## config.mk

```make
export PLATFORM = sky130hd
export DESIGN_NAME = fetch_unit
export DESIGN_NICKNAME = d
export VERILOG_FILES = /design/src/rtl/fetch_unit.sv
export SDC_FILE = /design/constraint.sdc
export NUM_CORES = 1
export LEC_CHECK = 0
export BUFFER_PORTS_ARGS = -buffer_cell sky130_fd_sc_hd__buf_2
export CELL_PAD_IN_SITES_DETAIL_PLACEMENT = 0
export CELL_PAD_IN_SITES_GLOBAL_PLACEMENT = 1
export CORE_UTILIZATION = 44
export CTS_BUF_LIST = sky130_fd_sc_hd__clkbuf_8
export CTS_CLUSTER_DIAMETER = 80
export DETAILED_ROUTE_END_ITERATION = 10
export PLACE_DENSITY = 0.94
export SYNTH_ARGS = -nofsm -noshare
export SYNTH_HDL_FRONTEND = slang
export SYNTH_SLANG_ARGS = --single-unit
```

## constraint.sdc

```tcl
create_clock -name clk_i -period 7.88 [get_ports clk_i]
set_clock_uncertainty 0.2 [all_clocks]
set_input_delay 1.576 -clock clk_i [delete_from_list [all_inputs] [get_ports clk_i]]
set_output_delay 1.576 -clock clk_i [all_outputs]
set_load 0.03 [all_outputs]
```

## src/rtl/fetch_unit.sv

```systemverilog
// fetch_unit: instruction fetch stage owning the PC, issuing imem reads and buffering returned words
// Ports:
//   clk_i, rst_ni                        clock, asynchronous active-low reset
//   imem_req_o, imem_addr_o, imem_gnt_i  read request handshake
//   imem_rvalid_i, imem_rdata_i          in-order read responses
//   redirect_i, redirect_pc_i            taken branch / JAL restart
//   instr_valid_o, instr_ready_i         head-of-buffer handshake to decode
//   instr_o, pc_o, pc_plus4_o            head instruction, its PC and PC+4
module fetch_unit #(
  parameter int DATA_WIDTH = 32,
  parameter int FIFO_DEPTH = 2,
  parameter logic [DATA_WIDTH-1:0] RESET_PC = '0
) (
  input  logic                  clk_i,
  input  logic                  rst_ni,
  output logic                  imem_req_o,
  output logic [DATA_WIDTH-1:0] imem_addr_o,
  input  logic                  imem_gnt_i,
  input  logic                  imem_rvalid_i,
  input  logic [DATA_WIDTH-1:0] imem_rdata_i,
  input  logic                  redirect_i,
  input  logic [DATA_WIDTH-1:0] redirect_pc_i,
  input  logic                  instr_ready_i,
  output logic                  instr_valid_o,
  output logic [DATA_WIDTH-1:0] instr_o,
  output logic [DATA_WIDTH-1:0] pc_o,
  output logic [DATA_WIDTH-1:0] pc_plus4_o
);
  localparam int AW = $clog2(FIFO_DEPTH);
  localparam logic [DATA_WIDTH-1:0] STEP = DATA_WIDTH'(4);
  logic [DATA_WIDTH-1:0] fetch_pc, resp_pc, target;
  logic [DATA_WIDTH-1:0] buf_instr [FIFO_DEPTH];
  logic [DATA_WIDTH-1:0] buf_pc [FIFO_DEPTH];
  logic [AW:0] wr_ptr, rd_ptr, occ, outstanding, outstanding_nxt, discard;
  logic gnt_fire, drop, push, pop;
  // A request is only issued when its response is guaranteed a buffer slot,
  // so a push can never find the buffer full.
  always_comb begin
    occ = wr_ptr - rd_ptr;
    imem_req_o = rst_ni && !redirect_i &&
                 (({1'b0, occ} + {1'b0, outstanding}) < (AW+2)'(FIFO_DEPTH));
    gnt_fire = imem_req_o && imem_gnt_i;
    outstanding_nxt = outstanding + (AW+1)'(gnt_fire) - (AW+1)'(imem_rvalid_i);
    drop = imem_rvalid_i && (discard != '0);
    push = imem_rvalid_i && !drop && !redirect_i;
    instr_valid_o = occ != '0;
    pop = instr_valid_o && instr_ready_i && !redirect_i;
    target = {redirect_pc_i[DATA_WIDTH-1:2], 2'b00};
  end
  assign imem_addr_o = fetch_pc;
  assign instr_o = instr_valid_o ? buf_instr[rd_ptr[AW-1:0]] : '0;
  assign pc_o = instr_valid_o ? buf_pc[rd_ptr[AW-1:0]] : '0;
  assign pc_plus4_o = pc_o + STEP;
  // On redirect every request still in flight (including one granted this
  // cycle, net of a response arriving this cycle) must be thrown away.
  always_ff @(posedge clk_i or negedge rst_ni) begin
    if (!rst_ni) begin
      fetch_pc <= RESET_PC;
      resp_pc <= RESET_PC;
      wr_ptr <= '0;
      rd_ptr <= '0;
      outstanding <= '0;
      discard <= '0;
    end else begin
      outstanding <= outstanding_nxt;
      if (redirect_i) begin
        fetch_pc <= target;
        resp_pc <= target;
        wr_ptr <= '0;
        rd_ptr <= '0;
        discard <= outstanding_nxt;
      end else begin
        if (gnt_fire) fetch_pc <= fetch_pc + STEP;
        if (push) resp_pc <= resp_pc + STEP;
        if (push) wr_ptr <= wr_ptr + (AW+1)'(1);
        if (pop) rd_ptr <= rd_ptr + (AW+1)'(1);
        if (drop) discard <= discard - (AW+1)'(1);
      end
    end
  end
  always_ff @(posedge clk_i) begin
    if (push) begin
      buf_instr[wr_ptr[AW-1:0]] <= imem_rdata_i;
      buf_pc[wr_ptr[AW-1:0]] <= resp_pc;
    end
  end
endmodule

```

After elaboration in Yosys (flattened, before gate mapping):

Memories as Yosys holds them, arrays and structs flattened.
Index checks and enable logic that the tools add are counted.

* register bits: 72
* bits in writable memories: 128
* output and inout bits: 130
* word-level logic and storage cells: 49
* memories kept: 2

* add/subtract/negate cells: 10
* magnitude comparators: 1
* mux-type cells: 14
* reduce and logical (&&, ||, !) cells: 16

Memories
* buf_instr: depth 2, width 32, read ports 1, clocked after memory_dff 0, write ports 1, RTL line 32 `logic [DATA_WIDTH-1:0] buf_instr [FIFO_DEPTH];`
* buf_pc: depth 2, width 32, read ports 1, clocked after memory_dff 0, write ports 1, RTL line 33 `logic [DATA_WIDTH-1:0] buf_pc [FIFO_DEPTH];`

Operator list (count)
* 32-bit two-way mux: 6
* 32-bit by 3-bit adder with 32-bit output, second input constant: 3
* 2-bit two-way mux: 6
* 2-bit nonzero test: 6
* 1-bit logical AND: 8
* 2-bit by 1-bit adder with 2-bit output, second input constant: 2
* 2-bit by 2-bit adder with 3-bit output: 1
* 3-bit by 2-bit less-than comparator with 1-bit output, second input constant: 1
* 2-bit by 1-bit adder with 2-bit output: 1
* 1-bit logical NOT: 2
* 1-bit two-way mux: 2
* 2-bit by 1-bit subtractor with 2-bit output: 1
* 2-bit by 1-bit subtractor with 2-bit output, second input constant: 1
* 2-bit subtractor: 1

Logic depth before layout (Yosys ltp):

* depth after elaboration: 8
* mapped depth: 16

Least setup slack after synthesis:

OpenSTA, ideal clock, no wires.

* path kind: input to register
* from: input port redirect_i
* to: memory buf_instr[1][0] (enable)
* library setup time: 0.559 ns
* arrival: 6.251 ns
* path slack: 0.870 ns
* stages: 3
* path buffers: 2
* cells stage by stage: clkbuf_1 -> clkbuf_1 -> nor3_1

* cells in the longest elaborated chain, start to end: 4

RTL lines
* start, declared: RTL line 21 `input logic redirect_i,`
* 1-bit logical NOT: RTL line 45 `push = imem_rvalid_i && !drop && !redirect_i;`
* 1-bit logical AND: RTL line 45
* 1-bit two-way mux: RTL line 82 `if (push) begin`
* 1-bit two-way mux (not written as such): RTL line 83 `buf_instr[wr_ptr[AW-1:0]] <= imem_rdata_i;`
* end, declared: RTL line 32

Every way passes these cells.

Worst setup path in the final report:

* from: register rd_ptr[0]
* to: output port pc_plus4_o[14]

* cells in the longest elaborated chain, start to end: 4
* elaborated cells between the ends (all ways): 5
* those cells by class: add/sub: 2; mux: 1; reduce/logical: 1; memory: 1

RTL lines
* start, declared: RTL line 34 `logic [AW:0] wr_ptr, rd_ptr, occ, outstanding, outstanding_nxt, discard;`
* start signal, assigned: RTL line 76 `if (pop) rd_ptr <= rd_ptr + (AW+1)'(1);`
* 2-bit subtractor: RTL line 39 `occ = wr_ptr - rd_ptr;`
* 2-bit nonzero test: RTL line 46 `instr_valid_o = occ != '0;`
* 32-bit two-way mux (*): RTL line 52 `assign pc_o = instr_valid_o ? buf_pc[rd_ptr[AW-1:0]] : '0;`
* 32-bit by 3-bit adder with 32-bit output (*): RTL line 53 `assign pc_plus4_o = pc_o + STEP;`
* end, declared: RTL line 27 `output logic [DATA_WIDTH-1:0] pc_plus4_o`

Every way passes the cells marked *; elsewhere a longest branch is shown, timed or not.

==> results.py <==
metrics = {
    "power_and_ir_drop": {
        "p_leak_uw": 0.00427,
        "power_density_mw_per_mm2": 345,
        "finalPower_uw": 3710,
        "vdd_drop_max_mv": 0.163,
    },
    "synth": {
        "yosysTopAreaCell": "edfxtp_1",
        "synth_ff_type": "edfxtp_1",
        "synthCells": 798,
        "synth_seq_cells": 192,
        "netlist_area_sq_mm": 0.00924,
        "synth_top_area_share_pct": 40.3,
        "yosysWarnings": 0,
        "seq_area_frac_synth_pct": 58.7,
        "async_flop_share_pct": 35.4,
        "synth_area_leaders": "edfxtp_1 40%, dfrtp_1 18%, mux2i_1 6.5%, xor2_1 4.1%, nor2_1 3.3%",
        "synth_cell_types": 51,
        "synth_edf_count": 124,
        "syn_area_per_cell_sq_um": 11.6,
    },
    "floorplanning": {
        "die_x_um": 147,
        "die_h_um": 147,
        "die_area_sq_mm": 0.0216,
        "fp-row-count": 52,
        "coreArea_sq_mm": 0.0204,
        "start_util_pct": 45.2,
        "pin_count": 200,
    },
    "setup_path": {
        "critPathMaxFanout": 44,
        "cp.arrival_ns": 4.24,
        "critPathKind": "reg2out",
        "endpoint_kind": "primary output",
        "cp.required_ns": 6.10,
        "startpoint_type": "flip-flop",
    },
    "final_layout": {
        "final_cell_mix": "191 x buf_2, 124 x edfxtp_1, 80 x nor2_1",
        "final_common_cell": "buf_2",
        "layout-drive-gt1-share_pct": 25.2,
        "diodes": 0,
        "num-nets-final": 1054,
        "area_growth_pct": 16.7,
    },
    "placement": {
        "place_congestion": 0.893,
        "place_ws_ns": 2.25,
        "portBuffers": 191,
        "dpl.hpwl_um": 15400,
    },
    "timing": {
        "slew_viol_final": 0,
        "timing.slew.headroom_pct": 29.8,
        "layout_setup_ws_ns": 1.87,
        "rsz0062_at_grt": "no",
        "tns_ns": 0,
        "setup_viol": 0,
        "worst_slew_pin_slew_ns": 1.05,
        "timing.final.crit_share_pct": 76.3,
        "timing.fmax_mhz": 166,
        "hold_viol_final": 0,
        "fin_crit_ns": 6.01,
    },
    "clocking": {
        "ctsResizeCount": 0,
        "clk_pin_slew_ns": 0.10,
        "post_cts_buffers": 0,
        "cts_made_buffers": 17,
        "clockBufferDepth": 2,
        "insertion_delay_ns": 0.46,
        "clock-sinks": 192,
        "htree_levels": 4,
        "hold_buffers": 0,
        "cts-root-buf": "clkbuf_8",
        "cts_tree": "done",
    },
    "drt": {
        "drt_iter0_drc": 444,
        "routedWlPerCell_um": 17.3,
        "vias_per_cell": 5.55,
        "drt-total-wl_um": 21700,
        "ant_nets": 0,
        "firstDrtPassIters": 4,
        "vias": 6982,
        "drc_errors": 0,
    },
    "global_route": {
        "grt_usage_pct": 20.5,
        "antenna_found_initial": 0,
        "met2_usage_pct": 32.3,
        "grt_start_max_net_pins": 67,
        "grt.busiest_layer": "met2",
        "use_met1_pct": 29.2,
        "grt-ovfl-total": 0,
        "grt_pass1_vias": 6560,
        "use_met3_pct": 3.76,
        "grt_pass1_wl_um": 34700,
    },
    "run": {
        "maxCapViolCount": 0,
    },
    "status": {
        "status": "finished, final reports clean",
    },
    "hold_path": {
        "hp-class": "reg2reg",
    },
}
cells in the mapped netlist, drive strengths merged, types with 6 or more instances:
library cell  number
ha                 7
mux2i             60
xor2              43
nor4              12
or4                6
a21oi             12
a31oi              6
nand2b             6
nand4             27
edfxtp           124
and2               6
dfrtp             68
and3              14
o311ai            14
o211ai            12
clkbuf            24
nand2             66
nor2              80
nand3b             8
nor3              18
mux2               8
buf               19
nand3             41
xnor2             24
inv               17
o21ai             44
area by class of cell:
class | instances | area, sq um
Clock buffer | 17 | 234
Clock inverter | 15 | 131
Fill cell | 1841 | 9650
Inverter | 18 | 67.6
Multi-Input combinational cell | 550 | 3570
Sequential cell | 192 | 5430
Tap cell | 270 | 338
Timing Repair Buffer | 197 | 1000
stage by stage:
stage | area, sq um | utilization [%] | hold slack, ns | cells
floorplan | 9250 | - | 0.262 | 803
global placement | 10400 | 51.0 | 0.277 | 1227
detailed placement | 10400 | 51.0 | 0.291 | 1227
CTS | 10800 | 52.7 | 0.315 | 1259
global route | 10800 | 52.7 | 0.326 | 1259
finish | 10800 | 52.7 | 0.310 | 1259
path summary, 6_finish.rpt:
check,start,endpoint,slack (ns),cells after the start
setup / recovery,rd_ptr[0],pc_plus4_o[14],1.87,12
hold reg to reg,resp_pc[31],buf_pc[1][31],0.31,0
hold / removal,resp_pc[31],buf_pc[1][31],0.31,0
setup reg to reg,rd_ptr[0],discard[1],2.36,13
min in group asynchronous,rst_ni,imem_addr_o[25],0.90,1
max in group asynchronous,rst_ni,rd_ptr[0],5.51,2
worst max-delay path, cell delays in order, from the launching register on:
cell	delay, ns
dfrtp_4	0.84
ha_1	0.26
xnor3_1	0.56
and2_2	0.37
a21o_1	0.20
inv_1	0.07
ha_1	0.15
inv_1	0.08
a21oi_1	0.18
nand2b_1	0.28
nor4_1	0.37
xor2_1	0.20
buf_2	0.22
report_power, final:
part           leakage (uW)  internal (uW)  total [uW]  switching [uW]
Combinational       0.00214            505        1800            1290
Clock              0.000173            227         597             369
Sequential          0.00195           1190        1320             126
Total               0.00427           1920        3710            1790
metal layers:
metal	vias up	wire [um]
met1	3375	9670
met5	-	0
met3	18	1860
met2	314	9990
li1	3275	-
met4	0	220
logic make-up (layout without fill, tap and decap cells):
family          after synthesis  in the layout  share of synthesized area [%]
other cells                   1              6                         0.0406
buf+inv                      61            247                           2.87
mux                          68             68                           7.48
compound gates              102            102                           6.95
fa+ha+maj                     8              8                           1.17
xor+xnor                     68             68                           6.60
flops                       192            192                           58.7
simple gates                298            298                           16.1
sequential cells by signal, summed over array words and instances (netlist names):
| signal | flops |
|---|---|
| buf_pc | 60 |
| rd_ptr | 2 |
| wr_ptr | 2 |
| buf_instr | 64 |
| outstanding | 2 |
| resp_pc | 30 |
| discard | 2 |
| imem_addr_o | 30 |
(Power assumes the default switching activity.)
